<file path="config.mk">
export PLATFORM = sky130hd
export DESIGN_NAME = dcf77_frame_decoder
export DESIGN_NICKNAME = d
export VERILOG_FILES = /design/src/rtl/dcf77_frame_decoder_pkg.sv /design/src/rtl/dcf77_frame_decoder_pulse_filter.sv /design/src/rtl/dcf77_frame_decoder.sv
export SDC_FILE = /design/constraint.sdc
export NUM_CORES = 1
export LEC_CHECK = 0
export BUFFER_PORTS_ARGS = -buffer_cell sky130_fd_sc_hd__clkbuf_2
export CORE_ASPECT_RATIO = 0.7
export CORE_MARGIN = 4
export CORE_UTILIZATION = 58
export DETAILED_ROUTE_END_ITERATION = 8
export GPL_ROUTABILITY_DRIVEN = 0
export PLACE_DENSITY = 0.78
export SETUP_SLACK_MARGIN = 0.05
export SLEW_MARGIN = 25
export SYNTH_ARGS = -nofsm -noshare
export SYNTH_HDL_FRONTEND = slang
export SYNTH_SLANG_ARGS = --single-unit
export TNS_END_PERCENT = 30
</file>
<file path="constraint.sdc">
create_clock -name clk_in -period 3.1 [get_ports clk_in]
set_input_delay 0 -clock clk_in [delete_from_list [all_inputs] [get_ports clk_in]]
set_output_delay 0 -clock clk_in [all_outputs]
set_load 0.1 [all_outputs]
</file>
<file path="src/rtl/dcf77_frame_decoder_pkg.sv">
// Shared constants, FSM states and frame layout for the DCF77 frame decoder.
package dcf77_frame_decoder_pkg;

  localparam int unsigned FRAME_BITS = 59;
  localparam int unsigned BCNT_W     = 6;
  localparam int unsigned CNT_W      = 8;

  // Bit positions inside the 59-bit DCF77 time code
  localparam int unsigned MIN_LO  = 21;
  localparam int unsigned MIN_P   = 28;
  localparam int unsigned HR_LO   = 29;
  localparam int unsigned HR_P    = 35;
  localparam int unsigned DATE_LO = 36;
  localparam int unsigned DATE_P  = 58;

  typedef enum logic [1:0] {
    ST_HUNT  = 2'd0,
    ST_GAP   = 2'd1,
    ST_PULSE = 2'd2
  } dcf_state_e;

  // Frame view with DCF bit n at flat index n; each field carries its parity bit as MSB
  typedef struct packed {
    logic [DATE_P-DATE_LO:0] date;
    logic [HR_P-HR_LO:0]     hour;
    logic [MIN_P-MIN_LO:0]   minute;
    logic [MIN_LO-1:0]       head;
  } dcf_frame_t;

  // Content checks of a complete frame (length is checked by the caller)
  function automatic logic frame_fields_ok(dcf_frame_t f);
    logic ok;
    ok = ~f.head[0] & f.head[MIN_LO-1];
    ok = ok & ~(^f.minute) & ~(^f.hour) & ~(^f.date);
    ok = ok & (f.minute[3:0] <= 4'd9) & (f.hour[3:0] <= 4'd9);
    return ok;
  endfunction

endpackage

</file>
<file path="src/rtl/dcf77_frame_decoder_pulse_filter.sv">
// Input conditioning: 2-FF synchroniser, sample-tick divider and 2-sample debounce.
module dcf77_frame_decoder_pulse_filter #(
  parameter int unsigned TICK_DIV = 250000
) (
  input  logic clk_in,
  input  logic reset_n,
  input  logic dcf_in,
  output logic tick,
  output logic level,
  output logic rise_c,
  output logic fall_c
);

  localparam int unsigned       DIV_W    = (TICK_DIV > 1) ? $clog2(TICK_DIV) : 1;
  localparam logic [DIV_W-1:0]  DIV_LAST = DIV_W'(TICK_DIV - 1);

  logic [1:0]       sync_q;
  logic [DIV_W-1:0] div_q;
  logic             samp_q;

  // Level changes when this tick's sample and the previous one agree on a new value
  assign rise_c = tick &  sync_q[1] &  samp_q & ~level;
  assign fall_c = tick & ~sync_q[1] & ~samp_q &  level;

  // Bring the asynchronous receiver output into the clk_in domain
  always_ff @(posedge clk_in or negedge reset_n) begin
    if (!reset_n) begin
      sync_q <= '0;
    end else begin
      sync_q <= {sync_q[0], dcf_in};
    end
  end

  // Free-running divider producing a one-cycle sample tick
  always_ff @(posedge clk_in or negedge reset_n) begin
    if (!reset_n) begin
      div_q <= '0;
      tick  <= 1'b0;
    end else if (div_q == DIV_LAST) begin
      div_q <= '0;
      tick  <= 1'b1;
    end else begin
      div_q <= div_q + DIV_W'(1);
      tick  <= 1'b0;
    end
  end

  // Debounce: remember the last tick sample and update the filtered level
  always_ff @(posedge clk_in or negedge reset_n) begin
    if (!reset_n) begin
      samp_q <= 1'b0;
      level  <= 1'b0;
    end else if (tick) begin
      samp_q <= sync_q[1];
      if (rise_c || fall_c) begin
        level <= sync_q[1];
      end
    end
  end

endmodule

</file>
<file path="src/rtl/dcf77_frame_decoder.sv">
// DCF77 decoder: measures pulse/gap widths, assembles the minute frame and publishes valid frames.
module dcf77_frame_decoder
  import dcf77_frame_decoder_pkg::*;
#(
  parameter int unsigned TICK_DIV   = 250000,
  parameter int unsigned MIN_PULSE  = 5,
  parameter int unsigned BIT_THRESH = 15,
  parameter int unsigned MAX_PULSE  = 30,
  parameter int unsigned GAP_MARK   = 150,
  parameter int unsigned MAX_GAP    = 210
) (
  input  logic                  clk_in,
  input  logic                  reset_n,
  input  logic                  dcf_in,
  output logic [FRAME_BITS-1:0] wb_tempbuffer,
  output logic                  sincro,
  output logic                  locked,
  output logic                  frame_error,
  output logic [BCNT_W-1:0]     bit_count
);

  localparam logic [CNT_W-1:0]  MIN_PULSE_C  = CNT_W'(MIN_PULSE);
  localparam logic [CNT_W-1:0]  THRESH_C     = CNT_W'(BIT_THRESH);
  localparam logic [CNT_W-1:0]  MAX_PULSE_C  = CNT_W'(MAX_PULSE);
  localparam logic [CNT_W-1:0]  GAP_MARK_C   = CNT_W'(GAP_MARK);
  localparam logic [CNT_W-1:0]  MAX_GAP_C    = CNT_W'(MAX_GAP);
  localparam logic [CNT_W-1:0]  CNT_SAT      = {CNT_W{1'b1}};
  localparam logic [CNT_W-1:0]  CNT_PRE_SAT  = CNT_SAT - CNT_W'(1);
  localparam logic [BCNT_W-1:0] FRAME_LEN_C  = BCNT_W'(FRAME_BITS);

  logic                  tick;
  logic                  level;
  logic                  rise_c;
  logic                  fall_c;

  logic [CNT_W-1:0]      pulse_cnt;
  logic [CNT_W-1:0]      gap_cnt;

  dcf_state_e            state_q;
  dcf_state_e            state_d;
  logic [FRAME_BITS-1:0] shift_q;
  logic [FRAME_BITS-1:0] shift_d;
  logic [FRAME_BITS-1:0] wb_d;
  logic [BCNT_W-1:0]     bit_count_d;
  logic                  sincro_d;
  logic                  locked_d;
  logic                  error_d;

  logic                  is_mark_c;
  logic                  pulse_ok_c;
  logic                  frame_ok_c;
  logic                  lost_c;
  logic                  stuck_c;

  dcf77_frame_decoder_pulse_filter #(
    .TICK_DIV (TICK_DIV)
  ) u_filter (
    .clk_in  (clk_in),
    .reset_n (reset_n),
    .dcf_in  (dcf_in),
    .tick    (tick),
    .level   (level),
    .rise_c  (rise_c),
    .fall_c  (fall_c)
  );

  // Width classification of the phase that is just ending
  assign is_mark_c  = gap_cnt >= GAP_MARK_C;
  assign pulse_ok_c = (pulse_cnt >= MIN_PULSE_C) && (pulse_cnt <= MAX_PULSE_C);
  assign frame_ok_c = (bit_count == FRAME_LEN_C) && frame_fields_ok(dcf_frame_t'(shift_q));
  // One-shot events on the tick where a counter steps past its limit
  assign lost_c     = tick && !level && (gap_cnt == MAX_GAP_C);
  assign stuck_c    = tick && (pulse_cnt == CNT_PRE_SAT);

  // Saturating phase-width counters, each cleared by the edge opening its phase
  always_ff @(posedge clk_in or negedge reset_n) begin
    if (!reset_n) begin
      pulse_cnt <= '0;
      gap_cnt   <= '0;
    end else begin
      if (rise_c) begin
        pulse_cnt <= '0;
      end else if (tick && (pulse_cnt != CNT_SAT)) begin
        pulse_cnt <= pulse_cnt + CNT_W'(1);
      end
      if (fall_c) begin
        gap_cnt <= '0;
      end else if (tick && (gap_cnt != CNT_SAT)) begin
        gap_cnt <= gap_cnt + CNT_W'(1);
      end
    end
  end

  // State, frame assembly and published outputs
  always_ff @(posedge clk_in or negedge reset_n) begin
    if (!reset_n) begin
      state_q       <= ST_HUNT;
      shift_q       <= '0;
      wb_tempbuffer <= '0;
      bit_count     <= '0;
      sincro        <= 1'b0;
      locked        <= 1'b0;
      frame_error   <= 1'b0;
    end else begin
      state_q       <= state_d;
      shift_q       <= shift_d;
      wb_tempbuffer <= wb_d;
      bit_count     <= bit_count_d;
      sincro        <= sincro_d;
      locked        <= locked_d;
      frame_error   <= error_d;
    end
  end

  // Next-state logic: second/minute-mark decoding and frame evaluation
  always_comb begin
    state_d     = state_q;
    shift_d     = shift_q;
    wb_d        = wb_tempbuffer;
    bit_count_d = bit_count;
    sincro_d    = 1'b0;
    locked_d    = locked;
    error_d     = 1'b0;

    unique case (state_q)
      ST_HUNT: begin
        if (rise_c) begin
          if (is_mark_c) begin
            state_d     = ST_PULSE;
            bit_count_d = '0;
          end
        end else if (lost_c) begin
          error_d  = 1'b1;
          locked_d = 1'b0;
        end
      end

      ST_GAP: begin
        if (rise_c) begin
          state_d = ST_PULSE;
          if (is_mark_c) begin
            bit_count_d = '0;
            if (frame_ok_c) begin
              wb_d     = shift_q;
              sincro_d = 1'b1;
              locked_d = 1'b1;
            end else begin
              error_d  = 1'b1;
              locked_d = 1'b0;
            end
          end
        end else if (lost_c) begin
          error_d     = 1'b1;
          locked_d    = 1'b0;
          bit_count_d = '0;
          state_d     = ST_HUNT;
        end
      end

      ST_PULSE: begin
        if (fall_c) begin
          if (!pulse_ok_c || (bit_count == FRAME_LEN_C)) begin
            error_d     = 1'b1;
            bit_count_d = '0;
            state_d     = ST_HUNT;
          end else begin
            shift_d[bit_count] = (pulse_cnt >= THRESH_C);
            bit_count_d        = bit_count + BCNT_W'(1);
            state_d            = ST_GAP;
          end
        end else if (stuck_c) begin
          error_d     = 1'b1;
          bit_count_d = '0;
          state_d     = ST_HUNT;
        end
      end

      default: begin
        state_d     = ST_HUNT;
        bit_count_d = '0;
      end
    endcase
  end

endmodule

</file>
# --- After elaboration in Yosys (flattened, before gate mapping) ---
# Index checks and enable logic that the tools add are counted.
totals:
  reg_bits: 168
  in_bits: 3
  output_inout_bits: 68
  word_cells: 128
classes:
  n_addsub: 4
  magnitude_cmp: 8
  eq_ne: 14
  mux: 43
  bitwise: 20
  n_reduce_logical: 25
ops:
  columns: ["operator", "n"]
  rows:
  - ["bitwise mux 59 bit", 1]
  - ["2-to-1 mux 6 bit", 7]
  - ["2-to-1 mux 8 bit", 4]
  - ["XOR reduction 23 bit", 1]
  - ["2-to-1 mux 1 bit", 19]
  - ["adder 18 x 1 -> 18 bit, second input constant", 1]
  - ["equality test 18 bit, second input constant", 1]
  - ["2-to-1 mux 18 bit", 1]
  - ["one-hot mux 6 bit (3 select lines)", 1]
  - ["adder 8 x 1 -> 8 bit, second input constant", 2]
  - ["equality test 8 bit, second input constant", 2]
  - ["inequality test 8 bit, second input constant", 2]
  - ["AND 1 bit", 12]
  - ["2-to-1 mux 2 bit", 6]
  - ["AND reduction 3 bit", 3]
  - [">= comparator 8 x 3 -> 1 bit, second input constant", 1]
  - [">= comparator 8 x 4 -> 1 bit, second input constant", 1]
  - [">= comparator 8 bit, second input constant", 1]
  - ["less-or-equal comparator 4 bit, second input constant", 2]
  - ["less-or-equal comparator 8 x 5 -> 1 bit, second input constant", 1]
  - ["logical AND 1 bit", 8]
  - ["NOT 1 bit", 8]
  - ["AND reduction 4 bit", 2]
  - ["XOR reduction 8 bit", 1]
  - ["other kinds (20)", 26]

# --- Depth between registers and ports, before layout ---
# Gate-level depths: netlist of the first run.
depth:
  ltp_word: 12
  ltp_mapped: 10
  mapped_depth_nobuf: 8

# --- Modules after synthesis ---
# A second synthesis of the first run with hierarchy kept.
hier_totals:
  cells_unflattened: 648
  hier_area_um2: 8090.3
by_module_without_submodules:
  columns: ["module", "instances", "cells_each", "area_per_inst_um2", "seq_area_each_um2"]
  rows:
  - ["dcf77_frame_decoder", 1, 555, 7040.5, 3628.5]
  - ["dcf77_frame_decoder_pulse_filter", 1, 93, 1049.8, 575.6]

# --- Least setup slack after synthesis of the first run ---
# OpenSTA, ideal clock, no wires.
synth_timing:
  kind: "reg2reg"
  startpoint: "register bit_count[0]"
  endpoint: "register wb_tempbuffer[10]"
  setup_time_ns: 0.125
  t_arrival_ns: 3.369
  required_time_ns: 2.975
  slack_ns: -0.394
  path_stages_with_launch: 10
  path_buffers: 2
  period_less_slack_ns: 3.494
  path_cell_list: "dfrtp_1 ha_1 nand2b_1 or2_4 or4_1 or3_1 or3_1 buf_6 buf_12 mux2_4"
synth_between:
  elab_chain_cells: 3
synth_rtl:
  columns: ["element", "line_no", "source"]
  rows:
  - ["start, declared", "dcf77_frame_decoder.sv:19", "output logic [BCNT_W-1:0] bit_count"]
  - ["start signal, assigned", "dcf77_frame_decoder.sv:108", "bit_count <= bit_count_d;"]
  - ["equality test 6 bit", "dcf77_frame_decoder.sv:70", "assign frame_ok_c = (bit_count == FRAME_LEN_C) && frame_fields_ok(dcf_frame_t'(shift_q));"]
  - ["logical AND 1 bit", "dcf77_frame_decoder.sv:70", null]
  - ["AND reduction 4 bit (no source line)", null, null]
  - ["end signal, assigned", "dcf77_frame_decoder.sv:107", "wb_tempbuffer <= wb_d;"]
  - ["end, declared", "dcf77_frame_decoder.sv:15", "output logic [FRAME_BITS-1:0] wb_tempbuffer,"]
# Every way passes these cells.
# A chain may end at the register's enable or synchronous reset.

# --- Final worst setup path of the first run ---
layout_timing:
  startpoint: "register bit_count[0]"
  endpoint: "register wb_tempbuffer[26]"
# The elaborated chain is that of the path after synthesis.

==> results of run 1 <==
area by class of cell:
| type | count | area [um^2] |
|---|---|---|
| inverters | 12 | 45.0 |
| fillers | 974 | 4200 |
| clock buffers | 18 | 439 |
| flip-flops and latches | 168 | 4220 |
| well taps | 185 | 231 |
| clock inverters | 14 | 165 |
| repair buffers | 88 | 526 |
| multi-input cells | 437 | 3400 |
report_power, final:
part           switching [W]  internal, W  leakage [nW]
sequential       0.000000935      0.00219          2.32
clock               0.000918      0.00123         0.299
combinational      0.0000411   0.00000604          1.81
total               0.000960      0.00343          4.42
cell usage in the layout (no fill, tap or decap), drive strengths merged, types with 6 or more instances in the layout:
cell / Yosys / layout
o21ai: 73 / 73
xnor2: 39 / 39
clkbuf: 32 / 87
xor2: 19 / 19
o31ai: 59 / 59
dfrtp: 168 / 168
nand3b: 6 / 6
inv: 12 / 18
nand2: 24 / 24
clkinv: 0 / 6
nor2b: 6 / 6
and3: 6 / 6
buf: 10 / 17
a21oi: 7 / 7
nand4: 13 / 13
ha: 16 / 16
nor2: 42 / 42
nand3: 17 / 17
nand2b: 6 / 6
mux2: 58 / 58
stage by stage:
stage / hold WS (ps) / cells / cell area [um^2] / power [W] / util (%)
global route: 229 / 922 / 9030 / 0.00453 / 68.2
finish: 206 / 922 / 9030 / 0.00439 / 68.2
floorplan: -296 / 659 / 7910 / 0.00224 / -
global placement: 113 / 888 / 8390 / 0.00228 / 63.4
detailed placement: 111 / 888 / 8390 / 0.00228 / 63.4
CTS: 214 / 922 / 9010 / 0.00442 / 68.2
sequential cells by signal (all words and copies together) (netlist names), 2 cells and up:
| name | cells |
|---|---|
| bit_count | 6 |
| gap_cnt | 8 |
| pulse_cnt | 8 |
| shift_q | 59 |
| state_q | 2 |
| u_filter.div_q | 18 |
| u_filter.sync_q | 2 |
| wb_tempbuffer | 59 |
layer usage:
metal  GRT usage, %  vias up  share of wire (%)
met5              0        -                  0
met4           7.11        0                1.6
met3           4.90       25                5.9
met2           33.9      188                 46
met1           33.0     2640                 47
li1               -     2490                  -
worst max-delay path: stages (launching register included):
cell and delay [ps]:
dfrtp_4 470, ha_2 220, nand2b_1 80, or2_4 260, or4_1 500, or3_1 340
or3_4 370, buf_12 200, mux2_4 330
what timing repair did:
action | in CTS | in global routing
setup endpoints to repair | 0 | 65
hold buffers | 2 | 0
hold endpoints to repair | 92 | 0
gates resized for setup | 0 | 3
cell families after synthesis:
kind of cell / synth area share [%]
XOR/XNOR: 6.72
buffers and inverters: 3.88
AO/OA/AOI/OAI: 12.8
adder cells (fa/ha/maj): 2.54
flip-flops: 53.3
AND/OR/NAND/NOR: 9.69
multiplexers: 11.1
worst paths after layout:
path / start / to / slack [ps]
max: bit_count[0]$_DFFE_PN0P_ / wb_tempbuffer[26]$_DFFE_PN0P_ / 160
min: reset_n / wb_tempbuffer[19]$_DFFE_PN0P_ / 210
max reg2reg: bit_count[0]$_DFFE_PN0P_ / wb_tempbuffer[26]$_DFFE_PN0P_ / 160
min reg2reg: u_filter.sync_q[0]$_DFF_PN0_ / u_filter.sync_q[1]$_DFF_PN0_ / 350
max in group asynchronous: reset_n / bit_count[1]$_DFFE_PN0P_ / 1980
min in group clk_in: dcf_in / u_filter.sync_q[0]$_DFF_PN0_ / 220
==> flow_summary.toml, run 1 <==
[status]
run_status = "complete, no violations"

[logic_synthesis]
syn_inst = 659
synth_seq_area_share_pct = 53.3
synth_edf_count = 0
netlist_area_mm2 = 0.00789
synthDominantCellAreaShare_pct = 53.3
post-synth-top-count-cell = "dfrtp_1"
avgSynthCellArea_um2 = 12.0
ys_ff_latch = 168
ys_async_sr_fraction_pct = 100
netlist_top_cells_count = "dfrtp_1 (168), o21ai_0 (73), o31ai_1 (59), mux2_4 (56), nor2_1 (42)"
synth_ff_type = "dfrtp_1"
synthTopCellsByArea = "dfrtp_1 (53%), mux2_4 (11%), o31ai_1 (5.6%), o21ai_0 (4.6%), xnor2_1 (4.3%)"
yosysUniqueCellTypes = 51
yosys_warnings = 0
yosysTopAreaCell = "dfrtp_1"
syn-num-nets = 678

[critical_path]
worstSetupPathType = "register to register"
crit_path_end_kind = "register"
reg2regPathDepth = 8
arrival_ps = 3250
critPathMaxFanout = 39
cp.required_ps = 3410
cp-start-kind = "register"

[route]
wl_per_cell_um = 18.2
antenna_left = 0
firstDrtPassIters = 4
drc = 0
vias = 5343
initialDrtViolationCount = 539
via_per_inst = 5.80
wl_um = 16800

[clock_network]
clock_path_buffers = 2
clkTransAtPathRegs_ps = 70
cts_root_buf = "clkbuf_16"
cts.sinks = 168
post_cts_buffers = 0
tritoncts = "done"
h-tree-depth = 4
clk_latency_ps = 430
numCtsBuffers = 17

[die]
die_w_um = 147
die_area_mm2 = 0.0156
die_h_um = 106
initial_core_util_pct = 59.7
core_mm2 = 0.0132
rows = 35
io_pins = 71

[power]
power_density_mw_per_mm2 = 486
leakage_nw = 4.42
ir_drop_uv = 417

[global_route]
grt_start_max_net_pins = 93
grt_pass1_vias = 5156
grt_util_all_layers_pct = 22.5
grt_pass1_wl_um = 27800
antenna_found_initial = 0
grt_remaining_overflow = 0

[sta]
tns_ps = 0
fmax_ghz = 0.340
finalHoldViolCount = 0
maxSlewHeadroom_pct = 45.0
fin_worst_skew_ps = 13.2
setup_violations = 0
fin_crit_sh_pct = 94.7
fin_ws_ps = 163
slew_viol_final = 0
rsz0062_at_grt = "yes"
final.min_clock_period_ps = 2940
tightestPinTransition_ps = 825

[flow_run]
maxCapViolations = 0

[placement]
io_buffer_count = 70
hpwl_um = 11100
post-place-ws_ps = 165

[layout]
n_antenna_cell = 0
syn2layout_area_growth_pct = 14.4
layout-drive-gt1-share_pct = 25.8
fin_nets = 743

[worst_hold_path]
worstHoldPathType = "input port to async pin"
No activity file was read; power rests on OpenSTA's default activity.
==> run 2, diff against run 1 <==
--- a/config.mk
+++ b/config.mk
@@ -7,11 +7,12 @@
 export LEC_CHECK = 0
 export BUFFER_PORTS_ARGS = -buffer_cell sky130_fd_sc_hd__clkbuf_2
 export CORE_ASPECT_RATIO = 0.7
-export CORE_MARGIN = 4
+export CORE_MARGIN = 3
 export CORE_UTILIZATION = 58
 export DETAILED_ROUTE_END_ITERATION = 8
 export GPL_ROUTABILITY_DRIVEN = 0
 export PLACE_DENSITY = 0.78
+export RECOVER_POWER = 100
 export SETUP_SLACK_MARGIN = 0.05
 export SLEW_MARGIN = 25
 export SYNTH_ARGS = -nofsm -noshare
==> run 2 against run 1 <==
The run now ends with capacitance limit, slew limit left. Sequential power hardly changed. Worst hold slack improved by 15 ps. Clock power down 5%. Non-clock buffer count unchanged. Critical endpoint is now wb_tempbuffer[27]$_DFFE_PN0P_. Maximum frequency shrank 1.3%. Setup slack worse by 40 ps. Sequential share of layout area grew 2.0 points. Final cell count decreased by 0.54%. Count of clock-buffer cells in the layout is 1 higher. Flip-flop and latch count did not move. Critical path depth unchanged. Via count is 0.26% lower.
==> flow_summary.toml, run 2 (synthesis gave the netlist of run 1 again) <==
[route]
via_per_inst = 5.81
wl_met3_um = 844
met1_length_um = 8020
route.met2.wl_um = 7780
wl_um = 17000
initialDrtViolationCount = 387
drc = 0
firstDrtPassIters = 5
maxUsedRoutingLayer = "met4"
vias = 5329
wl_per_cell_um = 18.5
antenna_left = 0

[die]
io_pins = 71
die_w_um = 145
initial_core_util_pct = 61.4
die_h_um = 104
core_mm2 = 0.0128
rows = 34
die_area_mm2 = 0.0151

[critical_path]
worstSetupPathType = "register to register"
critPathMaxFanout = 40
cp-start-kind = "register"
cpPeakStageDelay_ps = 510
cp_cell_sequence = "ha_1 > nand2b_1 > or2_4 > or4_1 > or3_1 > or3_4 > buf_12 > mux2_1"
crit_path_end_kind = "register"
cp.required_ps = 3390
regToRegSetupSlack_ps = 120
arrival_ps = 3270
cpMaxStageDelayCell = "or4_1"

[global_route]
grt_pass1_vias = 5253
grt_pass1_wl_um = 28000
grt_util_all_layers_pct = 23.1
grt_remaining_overflow = 0
antenna_found_initial = 0
grt_start_max_net_pins = 85

[layout]
mostFrequentLayoutCells = "dfrtp_1 (162), o21ai_0 (73), clkbuf_1 (72)"
final_area_mm2 = 0.00865
largest_registers = "shift_q x59, wb_tempbuffer x59, u_filter.div_q x18"
final_common_cell = "dfrtp_1"
syn2layout_area_growth_pct = 9.58
n_antenna_cell = 0
layout-drive-gt1-share_pct = 8.28
fin_nets = 743

[placement]
hpwl_um = 11300
io_buffer_count = 70
place_area_mm2 = 0.00838
post-place-ws_ps = 130

[status]
violations = "capacitance limit, slew limit"
run_status = "finished, violations left"

[power]
ir_drop_uv = 408
power_density_mw_per_mm2 = 496
leakage_nw = 3.99

[sta]
maxSlewHeadroom_pct = -35.1
slew_viol_final = 85
setup_violations = 0
fmax_ghz = 0.336
fin_crit_sh_pct = 96.0
fin_ws_ps = 123
finalHoldViolCount = 0
tns_ps = 0
tightestPinTransition_ps = 2030
rsz0062_at_grt = "yes"
fin_worst_skew_ps = 14.3
final.min_clock_period_ps = 2980

[clock_network]
cts.sinks = 168
h-tree-depth = 4
clk_latency_ps = 430
numCtsBuffers = 17
clkTransAtPathRegs_ps = 70
cts_root_buf = "clkbuf_16"
clock_path_buffers = 2
post_cts_buffers = 0
tritoncts = "done"

[flow_run]
maxCapViolations = 1

[worst_hold_path]
worstHoldPathType = "input port to register"
==> run 2: cell count changes in the layout (fill, tap and decap cells not counted), moves of 4 or more <==
cell / before / now
buf_4: 13 / 3
clkbuf_1: 0 / 72
clkbuf_2: 69 / 8
clkinvlp_4: 0 / 4
inv_6: 6 / 2
mux2_1: 0 / 55
mux2_4: 56 / 1
==> run 2: final timing paths <==
| kind | start | to | cells after the start |
|---|---|---|---|
| max | bit_count[0]$_DFFE_PN0P_ | wb_tempbuffer[27]$_DFFE_PN0P_ | 8 |
| min | dcf_in | u_filter.sync_q[0]$_DFF_PN0_ | 2 |
| max reg2reg | bit_count[0]$_DFFE_PN0P_ | wb_tempbuffer[27]$_DFFE_PN0P_ | 8 |
| min reg2reg | u_filter.sync_q[0]$_DFF_PN0_ | u_filter.sync_q[1]$_DFF_PN0_ | 0 |
| max in group asynchronous | reset_n | shift_q[29]$_DFFE_PN0P_ | 3 |
| min in group asynchronous | reset_n | pulse_cnt[0]$_DFFE_PN0P_ | 2 |
==> run 2: final cells by class <==
cell class              count  area, um^2
repair buffers             88         392
clock inverters            13         121
fillers                  1004        4200
well taps                 180         225
multi-input cells         437        3190
flip-flops and latches    168        4220
inverters                  12        45.0
clock buffers              19         453
==> run 2: per-layer routing <==
layer	vias up	GRT usage (%)
met3	29	4.28
met5	-	0
li1	2494	-
met1	2642	33.5
met4	0	7.72
met2	164	35.5
==> run 2: power breakdown <==
group	internal, W	switching [W]	leakage, nW
clock	0.00116	0.000890	0.274
combinational	0.00000381	0.0000406	1.40
sequential	0.00219	0.000000858	2.32
==> run 2: through the flow <==
| step | power [W] | hold WS, ps | utilization (%) | std cells |
|---|---|---|---|---|
| after floorplan | 0.00224 | -296 | - | 659 |
| after global placement | 0.00228 | 88.3 | 65.3 | 883 |
| after detailed placement | 0.00228 | 99.1 | 65.3 | 883 |
| after CTS | 0.00432 | 219 | 69.9 | 917 |
| after global routing | 0.00442 | 240 | 67.3 | 917 |
| final | 0.00428 | 222 | 67.3 | 917 |
==> run 2: critical path, delay by kind of cell (launching register included) <==
| kind | cells | cell delay [ps] |
|---|---|---|
| adders and majority gates | 1 | 210 |
| buffers and inverters | 1 | 200 |
| and+or+nand+nor | 5 | 1610 |
| DFF | 1 | 470 |
| muxes | 1 | 340 |
==> run 2: timing repair <==
action	CTS	global route
hold buffers	2	0
gates resized for setup	0	2
endpoints found under the setup margin	0	25
hold endpoints to repair	83	0
==> run 3, diff against run 2 <==
--- a/config.mk
+++ b/config.mk
@@ -17,5 +17,6 @@
 export SLEW_MARGIN = 25
 export SYNTH_ARGS = -nofsm -noshare
 export SYNTH_HDL_FRONTEND = slang
+export SYNTH_HIERARCHICAL = 1
 export SYNTH_SLANG_ARGS = --single-unit
 export TNS_END_PERCENT = 30
==> run 3 against run 2 <==
The run still ends with capacitance limit, slew limit left. Area after synthesis rose by 2.5%. Cell area rose by 2.5%. First-iteration DRC count rose by 11%. Sequential power barely moved. Largest cell class unchanged. Largest power group unchanged. Maximum frequency rose by 5.2%. Via count fell by 1.1%. Worst hold slack improved by 3.5 ps. Utilization fell by 1.2 points.
==> flow_summary.toml, run 3 <==
[clock_network]
clock_path_buffers = 2
clkTransAtPathRegs_ps = 60
clk_latency_ps = 430
hold_buffers = 2
tritoncts = "done"
numCtsBuffers = 17
cts_root_buf = "clkbuf_16"
h-tree-depth = 4
cts.sinks = 168
ctsResizeCount = 0
post_cts_buffers = 0

[global_route]
grt_pass1_wl_um = 28200
grt_util_all_layers_pct = 23.1
grt_start_max_net_pins = 70
grt_remaining_overflow = 0
grt_pass1_vias = 5370
antenna_found_initial = 0

[flow_run]
maxCapViolations = 2

[placement]
post-place-ws_ps = 355
dp.cells = 891
hpwl_um = 11300
io_buffer_count = 70

[logic_synthesis]
netlist_area_mm2 = 0.00809
ys_ff_latch = 168
ys_async_sr_fraction_pct = 100
synthTopCellsByArea = "dfrtp_1 (52%), mux2_4 (10%), mux2_2 (8.5%), xnor2_1 (3.5%), nor2_1 (2.9%)"
syn-num-nets = 667
yosysTopAreaCell = "dfrtp_1"
yosys_warnings = 6
post-synth-top-count-cell = "dfrtp_1"
netlist_top_cells_count = "dfrtp_1 (168), nor2_1 (63), mux2_2 (61), mux2_4 (56), nand2_1 (46)"
yosysUniqueCellTypes = 54
avgSynthCellArea_um2 = 12.5
synth_ff_type = "dfrtp_1"
syn_inst = 648
synth_seq_area_share_pct = 52.0
synthDominantCellAreaShare_pct = 52.0
synth_edf_count = 0

[sta]
fin_ws_ps = 270
tns_ps = 0
finalHoldViolCount = 0
maxSlewHeadroom_pct = -14.3
setup_violations = 0
final.min_clock_period_ps = 2830
fin_worst_skew_ps = 9.45
tightestPinTransition_ps = 1700
fin_crit_sh_pct = 91.3
slew_viol_final = 81
rsz0062_at_grt = "no"
fmax_ghz = 0.353

[die]
core_mm2 = 0.0134
rows = 35
die_area_mm2 = 0.0154
die_w_um = 147
io_pins = 71
die_h_um = 105
initial_core_util_pct = 60.4

[route]
wl_um = 16800
firstDrtPassIters = 5
initialDrtViolationCount = 431
antenna_left = 0
vias = 5273
via_per_inst = 5.70
wl_per_cell_um = 18.2
drc = 0

[worst_hold_path]
worstHoldPathType = "input port to register"

[critical_path]
cp-start-kind = "register"
critPathMaxFanout = 10
cp.required_ps = 3410
worstSetupPathType = "register to register"
crit_path_end_kind = "register"
arrival_ps = 3140

[power]
internal_power_w = 0.00341
leakage_nw = 4.25
switching_share_pct = 22.2
ir_drop_uv = 407
seqPwrFrac_pct = 50.1
pwr-share-clk_pct = 48.8
p_switching_w = 0.000973
power_density_mw_per_mm2 = 495
combPwrFrac_pct = 1.1

[layout]
instances_no_fill = 925
syn2layout_area_growth_pct = 9.53
final_common_cell = "dfrtp_1"
fill_cells = 1062
mostFrequentLayoutCells = "dfrtp_1 (168), clkbuf_1 (74), nor2_1 (63)"
fin_nets = 746
n_antenna_cell = 0
largest_registers = "shift_q x59, wb_tempbuffer x59, u_filter/div_q x18"
layout-drive-gt1-share_pct = 14.9

[status]
run_status = "finished, violations left"
violations = "capacitance limit, slew limit"
==> run 3: critical path, stage by stage (launching register included) <==
cell and delay [ps]:
dfrtp_1 490, nand2b_1 110, nor3b_1 320, o2111ai_1 180
or3_1 490, nor3b_1 470, clkbuf_1 250, nand2_1 100
mux2_2 300
==> run 3: worst paths after layout <==
check / startpoint / endpoint / slack, ps / depth (start not counted)
max: u_filter/tick$_DFF_PN0_ / shift_q[34]$_DFFE_PN0P_ / 270 / 8
min: dcf_in / u_filter/sync_q[0]$_DFF_PN0_ / 230 / 2
max reg2reg: u_filter/tick$_DFF_PN0_ / shift_q[34]$_DFFE_PN0P_ / 270 / 8
min reg2reg: u_filter/sync_q[0]$_DFF_PN0_ / u_filter/sync_q[1]$_DFF_PN0_ / 350 / 0
max in group asynchronous: reset_n / shift_q[10]$_DFFE_PN0P_ / 750 / 3
min in group asynchronous: reset_n / wb_tempbuffer[46]$_DFFE_PN0P_ / 550 / 2
==> run 3: through the flow <==
step / cell area (um^2) / total power, W / hold WS (ps) / util [%]
finish: 8860 / 0.00438 / 225 / 66.1
CTS: 9210 / 0.00442 / 156 / 68.7
floorplan: 8090 / 0.00224 / -296 / -
detailed placement: 8600 / 0.00229 / 49.0 / 64.2
global placement: 8600 / 0.00229 / 33.2 / 64.2
global route: 8860 / 0.00453 / 229 / 66.1
==> run 3: power groups by stage <==
stage / Combinational (W) / Clock [W] / Sequential, W
global placement: 0.0000500 / 0 / 0.00224
detailed placement: 0.0000515 / 0 / 0.00224
finish: 0.0000484 / 0.00214 / 0.00219
global route: 0.0000584 / 0.00228 / 0.00219
CTS: 0.0000541 / 0.00217 / 0.00219
floorplan: 0.000000315 / 0 / 0.00224
==> run 3: metal layers <==
metal	vias up	GRT usage [%]	part of all wire [%]
met3	32	3.94	4.7
met2	163	37.0	47
met1	2659	31.8	46
li1	2419	-	-
met5	-	0	0
met4	0	8.98	2.3
==> run 3: cell families (layout without fill, tap and decap cells) <==
group | Yosys count | in the layout | share of synthesized area (%)
AO/OA/AOI/OAI | 41 | 41 | 3.12
XOR/XNOR | 56 | 56 | 6.57
adder cells (fa/ha/maj) | 16 | 16 | 2.47
buffers and inverters | 39 | 131 | 3.23
flip-flops | 168 | 168 | 52.0
multiplexers | 117 | 117 | 18.9
AND/OR/NAND/NOR | 211 | 211 | 13.7
==> run 3: layout make-up <==
type,count,area [um^2],area share (%)
Sequential cell,168,4200,47.4
Multi-Input combinational cell,441,3390,38.3
Clock buffer,18,429,4.84
Timing Repair Buffer,86,394,4.45
Tap cell,185,231,2.61
Clock inverter,14,161,1.82
Inverter,13,48.8,0.551
